--- src/rtl/mem_access_stage.sv ---
// Memory-access pipeline stage: registers EX results, runs loads/stores over a req/ready
// data-memory handshake with a timeout, stalls upstream while busy and drives MEM/WB.
module mem_access_stage #(
    parameter int unsigned TIMEOUT = 255
) (
    input  logic        CLK,
    input  logic        RST_N,
    input  logic        in_valid,
    input  logic [31:0] aluResult,
    input  logic [31:0] aluReadData2,
    input  logic [4:0]  rdOrRt,
    input  logic        memRead,
    input  logic        memWrite,
    input  logic        regWrite,
    input  logic        memToReg,
    output logic        stall,
    output logic        dmem_req,
    output logic        dmem_we,
    output logic [31:0] dmem_addr,
    output logic [31:0] dmem_wdata,
    input  logic        dmem_ready,
    input  logic [31:0] dmem_rdata,
    output logic        wb_valid,
    output logic        wb_regWrite,
    output logic [4:0]  wb_rd,
    output logic [31:0] wb_data,
    output logic        wb_err,
    output logic        wb_err_code
);

    localparam int unsigned CntW = (TIMEOUT > 1) ? $clog2(TIMEOUT) : 1;

    typedef enum logic {StIdle, StAccess} state_e;

    state_e          state_q, state_d;
    logic [CntW-1:0] cnt_q, cnt_d;
    logic [31:0]     lat_alu_q, lat_alu_d;
    logic [4:0]      lat_rd_q, lat_rd_d;
    logic            lat_regwrite_q, lat_regwrite_d;
    logic            lat_memtoreg_q, lat_memtoreg_d;
    logic            req_q, req_d;
    logic            we_q, we_d;
    logic [31:0]     addr_q, addr_d;
    logic [31:0]     wdata_q, wdata_d;
    logic            wb_valid_q, wb_valid_d;
    logic            wb_regwrite_q, wb_regwrite_d;
    logic [4:0]      wb_rd_q, wb_rd_d;
    logic [31:0]     wb_data_q, wb_data_d;
    logic            wb_err_q, wb_err_d;
    logic            wb_err_code_q, wb_err_code_d;

    logic is_mem, misaligned, timeout_hit;

    assign is_mem      = memRead | memWrite;
    assign misaligned  = aluResult[1:0] != 2'b00;
    assign timeout_hit = cnt_q == CntW'(TIMEOUT - 1);

    always_ff @(posedge CLK or negedge RST_N) begin
        if (!RST_N) begin
            state_q        <= StIdle;
            cnt_q          <= '0;
            lat_alu_q      <= '0;
            lat_rd_q       <= '0;
            lat_regwrite_q <= 1'b0;
            lat_memtoreg_q <= 1'b0;
            req_q          <= 1'b0;
            we_q           <= 1'b0;
            addr_q         <= '0;
            wdata_q        <= '0;
            wb_valid_q     <= 1'b0;
            wb_regwrite_q  <= 1'b0;
            wb_rd_q        <= '0;
            wb_data_q      <= '0;
            wb_err_q       <= 1'b0;
            wb_err_code_q  <= 1'b0;
        end else begin
            state_q        <= state_d;
            cnt_q          <= cnt_d;
            lat_alu_q      <= lat_alu_d;
            lat_rd_q       <= lat_rd_d;
            lat_regwrite_q <= lat_regwrite_d;
            lat_memtoreg_q <= lat_memtoreg_d;
            req_q          <= req_d;
            we_q           <= we_d;
            addr_q         <= addr_d;
            wdata_q        <= wdata_d;
            wb_valid_q     <= wb_valid_d;
            wb_regwrite_q  <= wb_regwrite_d;
            wb_rd_q        <= wb_rd_d;
            wb_data_q      <= wb_data_d;
            wb_err_q       <= wb_err_d;
            wb_err_code_q  <= wb_err_code_d;
        end
    end

    always_comb begin
        state_d = state_q;
        unique case (state_q)
            StIdle:   if (in_valid && is_mem && !misaligned) state_d = StAccess;
            StAccess: if (dmem_ready || timeout_hit) state_d = StIdle;
            default:  state_d = StIdle;
        endcase
    end

    always_comb begin
        stall          = 1'b0;
        cnt_d          = cnt_q;
        lat_alu_d      = lat_alu_q;
        lat_rd_d       = lat_rd_q;
        lat_regwrite_d = lat_regwrite_q;
        lat_memtoreg_d = lat_memtoreg_q;
        req_d          = req_q;
        we_d           = we_q;
        addr_d         = addr_q;
        wdata_d        = wdata_q;
        // Bubble unless a retire below overrides.
        wb_valid_d     = 1'b0;
        wb_regwrite_d  = 1'b0;
        wb_rd_d        = wb_rd_q;
        wb_data_d      = wb_data_q;
        wb_err_d       = 1'b0;
        wb_err_code_d  = wb_err_code_q;
        unique case (state_q)
            StIdle: begin
                if (in_valid) begin
                    if (!is_mem) begin
                        wb_valid_d    = 1'b1;
                        wb_regwrite_d = regWrite;
                        wb_rd_d       = rdOrRt;
                        wb_data_d     = aluResult;
                    end else if (misaligned) begin
                        wb_valid_d    = 1'b1;
                        wb_rd_d       = rdOrRt;
                        wb_data_d     = aluResult;
                        wb_err_d      = 1'b1;
                        wb_err_code_d = 1'b0;
                    end else begin
                        stall          = 1'b1;
                        cnt_d          = '0;
                        lat_alu_d      = aluResult;
                        lat_rd_d       = rdOrRt;
                        lat_regwrite_d = regWrite;
                        lat_memtoreg_d = memToReg;
                        req_d          = 1'b1;
                        we_d           = memWrite & ~memRead;
                        addr_d         = {aluResult[31:2], 2'b00};
                        wdata_d        = aluReadData2;
                    end
                end
            end
            StAccess: begin
                // Ready wins over timeout when both land on the same edge.
                if (dmem_ready) begin
                    req_d         = 1'b0;
                    wb_valid_d    = 1'b1;
                    wb_regwrite_d = lat_regwrite_q;
                    wb_rd_d       = lat_rd_q;
                    wb_data_d     = lat_memtoreg_q ? dmem_rdata : lat_alu_q;
                end else if (timeout_hit) begin
                    req_d         = 1'b0;
                    wb_valid_d    = 1'b1;
                    wb_rd_d       = lat_rd_q;
                    wb_err_d      = 1'b1;
                    wb_err_code_d = 1'b1;
                end else begin
                    stall = 1'b1;
                    cnt_d = cnt_q + CntW'(1);
                end
            end
            default: ;
        endcase
    end

    assign dmem_req    = req_q;
    assign dmem_we     = we_q;
    assign dmem_addr   = addr_q;
    assign dmem_wdata  = wdata_q;
    assign wb_valid    = wb_valid_q;
    assign wb_regWrite = wb_regwrite_q;
    assign wb_rd       = wb_rd_q;
    assign wb_data     = wb_data_q;
    assign wb_err      = wb_err_q;
    assign wb_err_code = wb_err_code_q;

endmodule
--- config.mk ---
export PLATFORM = sky130hd
export DESIGN_NAME = mem_access_stage
export DESIGN_NICKNAME = d
export VERILOG_FILES = /design/src/rtl/mem_access_stage.sv
export SDC_FILE = /design/constraint.sdc
export NUM_CORES = 1
export LEC_CHECK = 0
export CORE_MARGIN = 2
export CORE_UTILIZATION = 42
export CTS_BUF_LIST = sky130_fd_sc_hd__clkbuf_8
export DETAILED_ROUTE_END_ITERATION = 10
export GPL_TIMING_DRIVEN = 0
export PLACE_DENSITY = 0.9
export SYNTH_ARGS = -nofsm -noshare
export SYNTH_HDL_FRONTEND = slang
export SYNTH_SLANG_ARGS = --single-unit
--- constraint.sdc ---
create_clock -name CLK -period 2 [get_ports CLK]
set_clock_uncertainty 0.1 [all_clocks]
set_input_delay 0.2 -clock CLK [delete_from_list [all_inputs] [get_ports CLK]]
set_output_delay 0.2 -clock CLK [all_outputs]
set_load 0.005 [all_outputs]
; ---- Yosys cells after proc, flatten, opt, wreduce, memory -nomap -nowiden
; Index checks and enable logic that the tools add are counted.
[totals]
register_bits = 153
in_bits = 109
output_inout_bits = 108
elab_cells = 97
[classes]
add_sub_neg = 1
eq_ne = 11
n_mux = 53
bitwise_logic = 5
n_reduce_logical = 11
[op_table]
columns = cell, count
row1 = $mux W32, 5
row2 = $pmux W32 S2, 1
row3 = $mux W8, 5
row4 = $mux W1, 28
row5 = $mux W5, 5
row6 = $pmux W8 S2, 1
row7 = $ne A2 B2 Y1 const B, 7
row8 = $pmux W1 S2, 7
row9 = $pmux W5 S2, 1
row10 = $reduce_and A5 Y1, 2
row11 = $add A8 B1 Y8 const B, 1
row12 = $eq A8 B8 Y1 const B, 1
row13 = $reduce_and A4 Y1, 2
row14 = $reduce_and A3 Y1, 2
row15 = $ne A3 B2 Y1 const B, 1
row16 = $ne A3 B3 Y1 const B, 1
row17 = $not A1 Y1, 3
row18 = $logic_and A1 B1 Y1, 2
row19 = $ne A2 B1 Y1 const B, 1
row20 = $reduce_bool A2 Y1, 1
row21 = $and A1 B1 Y1, 1
row22 = $logic_not A1 Y1, 1
row23 = $logic_or A1 B1 Y1, 1
row24 = $or A1 B1 Y1, 1

; ---- Depth between registers and ports, before layout
; Gate-level depths: netlist of run 1.
[logic_depth]
word_depth = 5
depth_mapped = 7

; ---- Worst setup path before layout of run 1
; Ideal clock, no wire load.
[synth_path]
path_kind = flip-flop to flip-flop
start = reg state_q
end = reg wdata_q[26], in the netlist dmem_wdata[26]
t_arrival_ns = 1.638
t_required_ns = 1.775
path_slack_ns = 0.137
path_stages_with_launch = 7
n_path_buf = 3
cell_sequence = dfrtp_1 > nand2b_4 > or4_1 > clkbuf_1 > buf_6 > buf_6 > mux2_4
[synth_between]
elab_chain_len = 2
[synth_lines]
columns = item, line
row1 = start: declaration, 35  ; state_e state_q, state_d;
row2 = start signal: assignment, 60  ; state_q <= StIdle;
row3 = start signal: assignment, 77  ; state_q <= state_d;
row4 = $not A1 Y1 (no line), n/a
row5 = $reduce_and A4 Y1 (no line), n/a
row6 = end signal: assignment, 86  ; wdata_q <= wdata_d;
row7 = end: declaration, 44  ; logic [31:0] wdata_q, wdata_d;
; No other way between the ends.
; A chain may end at the register's enable or synchronous reset.

; ---- Worst setup path in the final report of run 1
[layout_path]
start = reg state_q
end = out stall
[layout_between]
elab_chain_len = 2
[layout_lines]
columns = item, line
row1 = $not A1 Y1 (no line), n/a
row2 = $pmux W1 S2 *, 123  ; unique case (state_q)
row3 = end: declaration, 16  ; output logic stall,
; Every way passes the cells marked *; elsewhere a longest branch is shown, timed or not.

==> reports/metrics.yaml, run 1 <==
timing:
  max_slew_margin_pct: 64.14
  layout_min_cycle_time_ps: 2018
  worst_slack_ps: -18.15
  rsz0062_at_grt: "true"
  finalMaxSlewViolations: 0
  slew_at_the_pin_with_the_worst_max_slew_slack_ps: 537.8
  finalSetupViolCount: 8
  finalHoldViolations: 0
  max_freq_ghz: 0.4955
  finalCritPeriodShare_pct: 100.9
floorplan:
  initial_cell_density_of_the_core_pct: 42.64
  floorplan.io_pins: 217
  die_width_um: 122.0
  die_height_um: 122.0
  floorplan.core_area_um2: 13720
  die-area_um2: 14890
  fp-row-count: 43
outcome:
  violations_in_the_final_reports: "setup timing"
  outcome: "complete, but fails checks"
layout:
  layout_commonest_cell: "sky130_fd_sc_hd__clkdlybuf4s50_1"
  most-common-layout-cells: "212 x sky130_fd_sc_hd__clkdlybuf4s50_1, 123 x sky130_fd_sc_hd__dfrtp_1, 78 x sky130_fd_sc_hd__mux2_2"
  share_of_layout_cells_above_drive_strength_1_pct: 29.56
  antenna-diode-count: 0
  layout.cells.non_filler: 887
  nets: 805
  areaGrowthSynthToFinish_pct: 49.68
  layout.cell_area.non_filler_um2: 8757
  post-route-util_pct: 63.83
route:
  post-route-drc-count: 0
  detail_route.iter0.violations: 194
  wl_per_cell_um: 17.48
  drt_wl_total_mm: 15.50
  viasPerCell: 5.003
  highest_routing_layer_actually_used: "met4"
  detail_route.wirelength.met1_mm: 6.114
  detailroute.wirelength.met3_mm: 1.263
  route.vias.total: 4438
  met2_wirelength_mm: 7.867
  antenna_left: 0
  drt_pass1_iterations: 4
global_routing:
  antenna_found_initial: 0
  wire_length_of_the_first_global_routing_pass_mm: 24.01
  grt_pass1_vias: 4738
  globalRoute.totalOverflow: 0
  grt.total_usage_pct: 20.95
  grt_start_max_net_pins: 68
clock_tree:
  clk-insertion-delay-late_ps: 430
  numCtsBuffers: 17
  cts-root-buf: "sky130_fd_sc_hd__clkbuf_8"
  clk_transition_reported_paths_ps: 70
  cts.sink_count: 123
  cts_max_level: 4
  cts-root-to-sink-buffers: 2
  tritoncts: "done"
setup_path:
  reg2reg_slack_ps: -10
  r2r-start: "state_q"
  element_type_at_the_critical_path_start: "flip-flop"
  crit_type: "flip-flop to output pin"
  reg2reg_depth: 6
  r2r_end: "lat_alu_q[19]"
  worstPathMaxFanout: 2
  worst-endpoint-arrival_ps: 1720
  required_ps: 1700
  critPathCaptureType: "output pin"
yosys:
  yosys_warnings: 0
  synth_cell_type_count: 35
  synth_enable_flop_cells: 0
  ys_seq_area_share_pct: 52.61
  synthesis.instances: 456
  synth.cell_area_um2: 5851
  ys_async_sr_fraction_pct: 100.0
  synth_flop_cell: "sky130_fd_sc_hd__dfrtp_1"
  flip_flop_and_latch_count_after_synthesis: 123
  postSynthAreaPerCell_um2: 12.83
worst_hold_path:
  holdCritPathClass: "primary input to async pin"
pwr:
  totalPowerFinal_mw: 8.403
  power.leakage_nw: 3.960
  vdd.ir_drop.worst_v: 0.0005312
  powerDensity_nw_per_um2: 959.6
place:
  dpl-instance-area_um2: 8250
  hpwl_mm: 11.43
  buffer_ports.inserted: 214
  gp_routability_congestion: 0.8425
  dp_slack_ps: -705.8
  post_place_cells: 852
flow_run:
  drv_cap: 0
flip-flops by register name (all words and copies together) (netlist names):
register and count:
wb_err 1, dmem_req 1, dmem_wdata 32, dmem_we 1, lat_rd_q 5, lat_memtoreg_q 1
state_q 1, wb_err_code 1, lat_alu_q 32, wb_rd 5, cnt_q 8, lat_regwrite_q 1
wb_valid 1, wb_data 32, wb_regWrite 1
logic make-up after synthesis:
family / count (synthesis) / share of synthesized area (%)
buffers and inverters: 65 / 7.121
other: 1 / 0.06410
muxes: 145 / 29.30
and+or+nand+nor: 70 / 5.560
AOI/OAI and AO/OA: 50 / 4.919
adders and majority gates: 2 / 0.4276
DFF: 123 / 52.61
worst max-delay path, cell delays in order (launching register included):
cell and delay, ps:
sky130_fd_sc_hd__dfrtp_1 410, sky130_fd_sc_hd__nand2b_4 150, sky130_fd_sc_hd__or4_4 420, sky130_fd_sc_hd__and2_4 180
sky130_fd_sc_hd__inv_2 40, sky130_fd_sc_hd__buf_6 80
synthesized netlist by cell type, types with 2 or more instances:
library cell	number	area, um2
sky130_fd_sc_hd__a211o_1	3	26.28
sky130_fd_sc_hd__a21oi_1	32	160.2
sky130_fd_sc_hd__and2_1	4	25.02
sky130_fd_sc_hd__buf_1	4	15.01
sky130_fd_sc_hd__buf_2	12	60.06
sky130_fd_sc_hd__buf_4	32	240.2
sky130_fd_sc_hd__buf_6	5	56.30
sky130_fd_sc_hd__clkbuf_1	6	22.52
sky130_fd_sc_hd__dfrtp_1	123	3078
sky130_fd_sc_hd__ha_1	2	25.02
sky130_fd_sc_hd__inv_1	6	22.52
sky130_fd_sc_hd__mux2_2	78	878.3
sky130_fd_sc_hd__mux2_4	33	495.5
sky130_fd_sc_hd__mux2i_1	34	340.3
sky130_fd_sc_hd__nand2_1	7	26.28
sky130_fd_sc_hd__nand2b_1	2	12.51
sky130_fd_sc_hd__nand3_1	5	25.02
sky130_fd_sc_hd__nand4_1	4	25.02
sky130_fd_sc_hd__nor2_1	39	146.4
sky130_fd_sc_hd__nor3_1	3	15.01
sky130_fd_sc_hd__o21ai_0	7	35.03
sky130_fd_sc_hd__o2bb2ai_1	2	17.52
layout make-up:
| class | count | area, um2 |
|---|---|---|
| Clock inverter | 14 | 178.9 |
| Clock buffer | 18 | 247.7 |
| Buffer | 56 | 414.1 |
| Fill cell | 1053 | 4962 |
| Timing Repair Buffer | 221 | 2220 |
| Tap cell | 180 | 225.2 |
| Multi-Input combinational cell | 269 | 2371 |
| Inverter | 6 | 22.52 |
| Sequential cell | 123 | 3078 |
worst max path at each step:
| stage | from | endpoint | slack (ps) |
|---|---|---|---|
| finish | state_q | stall | -20 |
| global route | state_q | stall | -90 |
| CTS | state_q | stall | -130 |
| detailed placement | memWrite | stall | -710 |
| global placement | RST_N | dmem_wdata[27] | -3990 |
| floorplan | state_q | dmem_wdata[26] | 140 |
through the flow:
stage | setup TNS, ps | hold WS, ps
after floorplan | 0 | -195.6
after global placement | -522920 | 368.1
after detailed placement | -38880 | 97.25
after CTS | -3301 | 196.6
after global routing | -917.1 | 233.2
final | -45.66 | 201.0
per-layer routing:
layer,vias to the layer above,track usage [%]
li1,2043,-
met1,2191,23.87
met2,182,36.07
met3,22,7.257
met4,0,8.261
met5,-,0
report_power, final:
| group | leakage, nW | internal, mW | total (mW) | switching (mW) |
|---|---|---|---|---|
| registers | 1.48 | 3.02 | 3.39 | 0.363 |
| logic | 2.26 | 1.81 | 2.67 | 0.852 |
| clock network | 0.217 | 1.37 | 2.35 | 0.979 |
| total | 3.96 | 6.21 | 8.40 | 2.19 |
timing repair:
action / in CTS / in global routing
gates cloned: 0 / 0
hold endpoints to repair: 56 / 0
pin swaps: 2 / 2
setup buffers: 4 / 1
hold buffers: 1 / 0
setup endpoints to repair: 73 / 84
resized for setup: 18 / 9
No activity file was read; power rests on OpenSTA's default activity.
==> run 2: changes to the inputs <==
- CTS_CLUSTER_DIAMETER: default -> 80
==> results of run 2 <==
No change in the layout: final DEF, timing and power equal those of run 1.
